File: config.mk
export PLATFORM = sky130hd
export DESIGN_NAME = uart_byte_rx
export DESIGN_NICKNAME = d
export VERILOG_FILES = /design/src/rtl/uart_byte_rx.sv
export SDC_FILE = /design/constraint.sdc
export NUM_CORES = 1
export LEC_CHECK = 0
export CORE_ASPECT_RATIO = 1.75
export CORE_UTILIZATION = 40
export CTS_BUF_LIST = sky130_fd_sc_hd__clkbuf_16
export DETAILED_ROUTE_END_ITERATION = 12
export GPL_TIMING_DRIVEN = 0
export PLACE_DENSITY = 0.57
export SLEW_MARGIN = 20
export SYNTH_ARGS = -nofsm -noshare
export SYNTH_HDL_FRONTEND = slang
export SYNTH_SLANG_ARGS = --single-unit
File: constraint.sdc
create_clock -name clk -period 5.6 [get_ports clk]
set_input_delay 1.12 -clock clk [delete_from_list [all_inputs] [get_ports clk]]
set_output_delay 1.12 -clock clk [all_outputs]
set_load 0.03 [all_outputs]
File: src/rtl/uart_byte_rx.sv
// ============================================================================
// Module  : uart_byte_rx -- 8N1 UART byte receiver with mid-bit sampling
// Revision: 1.0
// ============================================================================
`default_nettype none

module uart_byte_rx #(
  parameter int CLKS_PER_BIT = 434
) (
  input  logic       clk,
  input  logic       rst,
  input  logic       in_serial_rx,
  output logic [7:0] data_rx,
  output logic       out_drive_rx,
  output logic       frame_err,
  output logic       busy
);

  localparam int CNT_W = $clog2(CLKS_PER_BIT);
  localparam logic [CNT_W-1:0] HALF_LAST = CNT_W'(CLKS_PER_BIT / 2 - 1);
  localparam logic [CNT_W-1:0] BIT_LAST  = CNT_W'(CLKS_PER_BIT - 1);

  localparam logic [2:0] S_IDLE      = 3'd0;
  localparam logic [2:0] S_START     = 3'd1;
  localparam logic [2:0] S_DATA      = 3'd2;
  localparam logic [2:0] S_STOP      = 3'd3;
  localparam logic [2:0] S_WAIT_HIGH = 3'd4;

  logic             sync_ff;
  logic             rx_s;
  logic [2:0]       state;
  logic [2:0]       state_next;
  logic [CNT_W-1:0] cnt;
  logic [2:0]       bit_idx;
  logic [7:0]       shift_reg;
  logic             hit_half;
  logic             hit_bit;
  logic             load_pulse;
  logic             err_pulse;

  // Line idles high, so the synchronizer resets to 1 to avoid a false start.
  always_ff @(posedge clk or negedge rst) begin
    if (!rst) begin
      sync_ff <= 1'b1;
      rx_s    <= 1'b1;
    end else begin
      sync_ff <= in_serial_rx;
      rx_s    <= sync_ff;
    end
  end

  assign hit_half = (cnt == HALF_LAST);
  assign hit_bit  = (cnt == BIT_LAST);

  always_ff @(posedge clk or negedge rst) begin
    if (!rst) begin
      state <= S_IDLE;
    end else begin
      state <= state_next;
    end
  end

  always_comb begin
    state_next = state;
    case (state)
      S_IDLE:      if (!rx_s) state_next = S_START;
      S_START:     if (hit_half) state_next = rx_s ? S_IDLE : S_DATA;
      S_DATA:      if (hit_bit && (bit_idx == 3'd7)) state_next = S_STOP;
      S_STOP:      if (hit_bit) state_next = rx_s ? S_IDLE : S_WAIT_HIGH;
      S_WAIT_HIGH: if (rx_s) state_next = S_IDLE;
      default:     state_next = S_IDLE;
    endcase
  end

  always_comb begin
    busy       = (state != S_IDLE);
    load_pulse = (state == S_STOP) && hit_bit && rx_s;
    err_pulse  = (state == S_STOP) && hit_bit && !rx_s;
  end

  always_ff @(posedge clk or negedge rst) begin
    if (!rst) begin
      cnt       <= '0;
      bit_idx   <= 3'd0;
      shift_reg <= 8'h00;
    end else begin
      case (state)
        S_START: begin
          cnt     <= hit_half ? '0 : cnt + 1'b1;
          bit_idx <= 3'd0;
        end
        S_DATA: begin
          if (hit_bit) begin
            cnt                <= '0;
            shift_reg[bit_idx] <= rx_s;
            bit_idx            <= bit_idx + 3'd1;
          end else begin
            cnt <= cnt + 1'b1;
          end
        end
        S_STOP: cnt <= hit_bit ? '0 : cnt + 1'b1;
        default: cnt <= '0;
      endcase
    end
  end

  // Strobes are registered so each pulse lines up with the data_rx update.
  always_ff @(posedge clk or negedge rst) begin
    if (!rst) begin
      data_rx      <= 8'h00;
      out_drive_rx <= 1'b0;
      frame_err    <= 1'b0;
    end else begin
      out_drive_rx <= load_pulse;
      frame_err    <= err_pulse;
      if (load_pulse) begin
        data_rx <= shift_reg;
      end
    end
  end

endmodule

`default_nettype wire

# [Word-level counts from Yosys, hierarchy flattened]
# Cells that the tools add are included.
[word_totals] regBits=35 output_inout_bits=11 word_cells=55
[classes] addsub=2 order_cmp=2 n_eq_ne=13 n_mux=16 reduce_logical=13
[ops] cell="3-bit 2-to-1 mux" count=7
[ops] cell="9-bit 2-to-1 mux" count=2
[ops] cell="9-bit case mux with 2 select lines" count=1
[ops] cell="3-bit case mux with 5 select lines" count=1
[ops] cell="2-bit inequality test (second input constant)" count=6
[ops] cell="9-bit by 1-bit adder with 9-bit output (second input constant)" count=1
[ops] cell="9-bit by 8-bit == test with 1-bit output (second input constant)" count=1
[ops] cell="9-bit == test (second input constant)" count=1
[ops] cell="8-bit bitwise mux" count=1
[ops] cell="3-bit by 2-bit == test with 1-bit output (second input constant)" count=2
[ops] cell="3-bit == test (second input constant)" count=2
[ops] cell="3-bit case mux with 2 select lines" count=1
[ops] cell="1-bit logical AND" count=5
[ops] cell="5-bit AND reduction" count=1
[ops] cell="3-bit by 4-bit less-than comparator with 1-bit output (second input constant)" count=1
[ops] cell="2-bit AND reduction" count=2
[ops] cell="3-bit by 1-bit adder with 3-bit output (second input constant)" count=1
[ops] cell="1-bit demux with 3-bit select" count=1
[ops] cell="3-bit by 1-bit == test with 1-bit output (second input constant)" count=1
[ops] cell="3-bit by 1-bit greater-or-equal comparator with 1-bit output (second input constant)" count=1
[ops] cell="3-bit logical NOT" count=1
[ops] cell="3-bit nonzero test" count=1
[ops] cell="2-bit 2-to-1 mux" count=1
[ops] cell="2-bit nonzero test" count=1
[ops] cell="other kinds (3)" count=3

# [Logic depth before layout (Yosys ltp)]
# Gate-level depths: netlist of the first run.
[depth] depth_word=5 ltp_mapped=7 mapped_depth_nobuf=6

# [Worst setup path before layout of the first run]
# No wires, ideal clock.
[synth_timing] path_type="reg2out" from="register state[0]" to="output port busy" arrival_ns=0.963 required_time_ns=4.480 slack_ns=3.517 stages_incl_launch_ff=4 n_path_buf=1 path_cell_list="dfrtp_1 -> clkbuf_1 -> nor2_1 -> nand2_1"
[synth_via] elab_chain_cells=1
[synth_lines] element="from (decl)" line="31" source="logic [2:0] state;"
[synth_lines] element="from (signal assigned)" line="59" source="state <= state_next;"
[synth_lines] element="3-bit nonzero test" line="76" source="busy = (state != S_IDLE);"
[synth_lines] element="to (decl)" line="16" source="output logic busy"
# No other way between the ends.

# [Final worst setup path of the first run]
# Same ends and word-level chain as after synthesis.

==> impl_metrics.csv, run 1 <==
group,metric,value,unit
cts,root_buffer,"clkbuf_16",
route,first_iter_violations,15,
grt,grt_max_degree,22,
timing,finClkSkew,0.00426,ns
floorplanning,die_width,50.4,um
worst_setup_path,startpoint_type,"flip-flop",
finish,syn2layout_area_growth,23.0,%
cts,cts_tree,"done",
worst_setup_path,crit_type,"flip-flop to output pin",
floorplanning,die_y,86.6,um
route,vias,1123,
power,p_leak,0.000899,uW
cts,worstSkewPairLatency,0.28,ns
synth,yosysTopAreaCell,"dfrtp_1",
floorplanning,rows,30,
finish,nets,169,
cts,cts_resized,0,
cts,cts_setup_buffers,0,
worst_setup_path,reg2reg_depth,6,
timing,drv_slew,0,
floorplanning,ios,14,
floorplanning,die_area,0.00436,mm2
finish,fin_area,0.00201,mm2
power,vdd_drop_max,0.235,mV
worst_setup_path,reg2reg_to,"shift_reg[3]",
timing,hold_viol,0,
placed_design,numPortBuffers,13,
worst_setup_path,required,4.48,ns
cts,numCtsBuffers,5,
synth,yosysSeqAreaShare,53.7,%
route,drcViolationCount,0,
route,vias_per_cell,5.35,
grt,grt_pass1_wl,5.15,mm
cts,clockBufferDepth,2,
timing,tns,0,ns
placed_design,placed_area,0.00185,mm2
timing,tightest_slew,0.456,ns
synth,synth_area_leaders,"dfrtp_1 50%, mux2_2 12%, ha_1 3.8%, dfstp_2 3.2%, nor2_1 3.0%",
worst_setup_path,reg2reg_setup_slack,3.62,ns
synth,synth_most_common_cell,"dfrtp_1",
synth,synthDistinctLibCells,34,
route,routed_wl,2.95,mm
timing,min_period_over_period,54.0,%
route,wl_per_cell,14.1,um
min_path,hold_path.class,"flip-flop to flip-flop",
cts,holdBufCountCts,0,
placed_design,dp_cells,202,
floorplanning,start_util,41.9,%
timing,timing.fmax,331,MHz
cts,cts.clk_slew.worst_paths,0.05,ns
timing,period_minus_slack,3.02,ns
timing,rsz0062_at_grt,"no",
grt,gr-total-overflow,0,
placed_design,post-dp-hpwl,2.21,mm
synth,ys_top_cells_by_count,"33 x dfrtp_1, 17 x mux2_2, 13 x nor2_1",
worst_setup_path,crit_start,"state[0]",
synth,async_flop_share,100,%
synth,syn_avg_cell_area,11.7,um2
timing,relSlewSlack,69.5,%
finish,drive_gt1_share,21.0,%
route,first_pass_iters,4,
synth,synth-seq-cells,35,
finish,diodes,0,
worst_setup_path,end_kind,"output pin",
cts,htree_num_levels,2,
synth,synth_nets,148,
floorplanning,core,0.00390,mm2
finish,fillers,369,
synth,netlist_area,0.00164,mm2
cts,cts_sinks,35,
worst_setup_path,crit_fanout,10,
worst_setup_path,reg2reg_from,"cnt[1]",
finish,instances_no_fill,210,
synth,synth-edff-count,0,
worst_setup_path,endpoint,"busy",
grt,grt_antenna_before_repair,0,
placed_design,gp_congestion,0.746,
route,ant_nets,0,
status,status,"completed",
worst_setup_path,cp.arrival,1.90,ns
synth,synth_top_area_share,50.5,%
grt,first_global_vias,1146,
synth,synthCells,140,
power,power_density,283,mW/mm2
power,finalPower,569,uW
finish,largest_reg_flops,9,
synth,yosys_warnings,0,
synth,ys.flop_type,"dfrtp_1",
grt,grt_util_all_layers,16.3,%
timing,setup_viol,0,
run,drv_cap,0,
[worst max-delay path, stage by stage, from the launching register on]
cell and delay (ns):
dfrtp_1 0.41, clkbuf_1 0.33, nor2_1 0.13, nand2_1 0.09, clkdlybuf4s50_1 0.66
[how the worst min path moves through the flow]
| stage | from | to | slack [ns] | cells after the start |
|---|---|---|---|---|
| 2_1_floorplan | sync_ff | rx_s | 0.35 | 0 |
| 3_3_place_gp | sync_ff | rx_s | 0.35 | 0 |
| 3_5_place_dp | sync_ff | rx_s | 0.35 | 0 |
| 4_1_cts | sync_ff | rx_s | 0.36 | 0 |
| 5_1_grt | sync_ff | rx_s | 0.36 | 0 |
| 6_report | sync_ff | rx_s | 0.35 | 0 |
[cell usage in the layout, fill, tap and decap left out, types with 2 or more instances in the layout]
| cell | synthesis | layout |
|---|---|---|
| dfstp_2 | 2 | 2 |
| nand2_1 | 9 | 9 |
| ha_1 | 5 | 5 |
| nor4b_1 | 3 | 3 |
| clkbuf_1 | 6 | 6 |
| clkdlybuf4s50_1 | 0 | 12 |
| xor2_1 | 2 | 2 |
| mux2_2 | 17 | 17 |
| nand3_1 | 6 | 6 |
| o21ai_0 | 4 | 4 |
| nor3_1 | 4 | 4 |
| a32oi_1 | 2 | 2 |
| nor4_1 | 2 | 2 |
| and4b_1 | 2 | 2 |
| and4_1 | 2 | 2 |
| nor2_1 | 13 | 13 |
| o21a_1 | 2 | 2 |
| clkbuf_16 | 0 | 5 |
| xnor2_1 | 5 | 5 |
| dfrtp_1 | 33 | 33 |
| o211ai_1 | 2 | 2 |
| inv_1 | 5 | 5 |
[layout make-up]
type                       count  area (um2)  share of cell area (%)
sequential                    35         878                    43.6
timing repair buffer          14         153                    7.58
clock inverter                 3        38.8                    1.93
multi-input combinational     92         698                    34.7
clock buffer                   5         125                    6.22
tap                           48        60.1                    2.98
buffer                         8        41.3                    2.05
inverter                       5        18.8                   0.932
[cells by family after synthesis]
logic type / count (synthesis) / synth area share [%]
AOI/OAI and AO/OA: 14 / 6.50
DFF: 35 / 53.7
buffers and inverters: 13 / 3.67
and+or+nand+nor: 49 / 16.9
adders and majority gates: 5 / 3.82
muxes: 17 / 11.7
xor gates and xnor gates: 7 / 3.75
[report_power, final]
part / switching, uW / internal [uW] / leakage (uW)
Sequential: 0.448 / 254 / 0.000467
Combinational: 6.31 / 3.46 / 0.000350
Clock: 97.4 / 207 / 0.0000812
Total: 104 / 465 / 0.000899
[per-layer routing]
| layer | vias up | wire length [um] | share of wire [%] | global-route usage (%) |
|---|---|---|---|---|
| li1 | 537 | - | - | - |
| met1 | 559 | 1130 | 38 | 15.7 |
| met2 | 22 | 1670 | 57 | 30.8 |
| met3 | 5 | 89 | 3.0 | 5.26 |
| met4 | 0 | 65 | 2.2 | 6.82 |
| met5 | - | 0 | 0 | 0 |
[through the flow]
step	hold WS [ns]	setup WS, ns	util [%]
after floorplan	0.345	3.52	-
after global placement	0.346	2.63	46.8
after detailed placement	0.348	2.88	47.4
after CTS	0.356	2.58	51.6
after global routing	0.360	2.49	51.6
final	0.354	2.58	51.6
(Power assumes the default switching activity.)
==> run 2, diff against run 1 <==
- clock period: 5.6 -> 3.1 ns (I/O delays scaled with it)
==> results of run 2 <==
The final DEF is identical to that of run 1. Status: completed.
Main changes from that run: setup slack after placement 2.88 ns -> 0.881 ns; setup slack after layout 2.58 ns -> 0.577 ns; hold slack 0.354 ns -> 0.258 ns; register-to-register setup slack 3.62 ns -> 1.12 ns; total power 569 uW -> 1030 uW; worst IR drop on VDD 0.235 mV -> 0.425 mV
==> run 3, diff against run 2 <==
- PLACE_DENSITY: 0.57 -> 0.59
- clock period: 3.1 -> 2 ns (I/O delays scaled with it)
==> run 3 against run 2 <==
Compared with the run above: sequential share of layout area fell by 0.88 points; wire length is 0.37% lower; critical endpoint is now state[0]; clock skew fell by 0.00055 ns; power rose by 45%.
==> impl_metrics.csv, run 3 (same netlist as run 1, synthesis figures left out) <==
group,metric,value,unit
status,status,"completed",
placed_design,numPortBuffers,13,
finish,final_common_cell,"dfrtp_1",
timing,setup_viol,0,
worst_setup_path,path_buf_inv,1,
route,routed_wl,2.94,mm
floorplanning,start_util,41.9,%
finish,instances_no_fill,214,
timing,setup_ws,0.0696,ns
finish,fin_util,52.6,%
worst_setup_path,slowest_stage,"or4b_4",
finish,multi_input_area,733,um2
cts,htree_num_levels,2,
worst_setup_path,required,2.16,ns
cts,root_buffer,"clkbuf_16",
cts,numCtsBuffers,5,
finish,syn2layout_area_growth,25.5,%
timing,finClkSkew,0.00371,ns
cts,cts.clk_slew.worst_paths,0.05,ns
grt,grt_pass1_wl,5.07,mm
power,finalPower,1490,uW
placed_design,dp_cells,202,
floorplanning,core,0.00390,mm2
route,wl_per_cell,13.8,um
grt,first_global_vias,1123,
worst_setup_path,startpoint_type,"flip-flop",
power,p_leak,0.000919,uW
placed_design,dp_slack,0.00286,ns
route,drcViolationCount,0,
floorplanning,die_area,0.00436,mm2
route,first_iter_violations,14,
worst_setup_path,reg2reg_depth,6,
placed_design,post-dp-hpwl,2.04,mm
cts,clockBufferDepth,2,
floorplanning,rows,30,
finish,final-seq-area,878,um2
grt,grt_antenna_before_repair,0,
route,vias_per_cell,5.18,
worst_setup_path,cp.arrival,2.09,ns
timing,min_period_over_period,96.5,%
timing,timing.fmax,518,MHz
finish,largest_reg_flops,9,
placed_design,gp_congestion,0.810,
floorplanning,die_width,50.4,um
worst_setup_path,cp_top_family,"simple AND/OR/NAND/NOR gates",
floorplanning,die_y,86.6,um
finish,fin_area,0.00205,mm2
timing,hold_viol,0,
route,vias,1108,
floorplanning,ios,14,
grt,gr-total-overflow,0,
cts,worstSkewPairLatency,0.28,ns
placed_design,placed_area,0.00184,mm2
finish,layout_common_cells,"33 x dfrtp_1, 17 x mux2_2, 12 x nor2_1",
power,power_density,723,mW/mm2
min_path,min_delay_path_depth,0,
finish,drive_gt1_share,27.1,%
worst_setup_path,cp.depth,6,
finish,fillers,351,
min_path,hold_path.class,"flip-flop to flip-flop",
route,first_pass_iters,4,
worst_setup_path,slowest_delay,0.47,ns
timing,period_minus_slack,1.93,ns
route,ant_nets,0,
grt,grt_max_degree,27,
finish,nets,173,
timing,drv_slew,0,
worst_setup_path,crit_type,"flip-flop to flip-flop",
cts,cts_tree,"done",
power,vdd_drop_max,0.501,mV
finish,diodes,0,
timing,relSlewSlack,67.9,%
cts,cts_sinks,35,
timing,tightest_slew,0.479,ns
worst_setup_path,crit_fanout,4,
worst_setup_path,end_kind,"flip-flop",
grt,grt_util_all_layers,15.7,%
worst_setup_path,cp_cell_sequence,"inv_1 -> ha_1 -> or4b_4 -> nor3_4 -> a2bb2oi_2 -> mux2_2",
run,drv_cap,0,
[run 3: worst paths after layout]
| check | startpoint | slack (ns) | to |
|---|---|---|---|
| min in group asynchronous | rst | 0.53 | state[2] |
| max in group asynchronous | rst | 1.06 | data_rx[2] |
| hold / removal | sync_ff | 0.36 | rx_s |
| setup reg to reg | cnt[0] | 0.07 | state[0] |
| hold reg to reg | sync_ff | 0.36 | rx_s |
| setup / recovery | cnt[0] | 0.07 | state[0] |
[run 3: repair_timing]
action	CTS	global route
pin swaps	0	2
hold buffers	1	0
setup endpoints to repair	2	7
hold endpoints to repair	7	0
setup buffers	0	3
gates resized for setup	3	6
gates cloned	0	0
[run 3: per-layer routing]
metal	share of wire (%)	GRT usage, %
met1	41	16.4
met2	54	27.6
met3	2.2	4.74
met4	2.1	8.08
met5	0	0
[run 3: report_power, final]
part / switching [uW] / internal, uW / total [uW]
Combinational: 17.7 / 9.43 / 27.2
Clock: 288 / 458 / 745
Sequential: 1.30 / 712 / 714
[run 3: final cells by class]
type	instances	area share, %
Buffer	8	2.07
Clock buffer	5	6.09
Clock inverter	3	0.974
Inverter	5	0.914
Multi-Input combinational cell	92	35.7
Sequential cell	35	42.8
Tap cell	48	2.92
Timing Repair Buffer	18	8.59
[run 3: stage by stage]
step / setup TNS (ns) / hold slack [ns]
after floorplan: 0 / 0.104
after global placement: -7.00 / 0.346
after detailed placement: 0 / 0.288
after CTS: 0 / 0.356
after global routing: -0.0148 / 0.362
final: 0 / 0.356
[run 3: worst register-to-register path: stages, from the launching register on]
cell	delay, ns
dfrtp_1	0.41
inv_1	0.07
ha_1	0.13
or4b_4	0.47
nor3_4	0.20
a2bb2oi_2	0.19
mux2_2	0.35
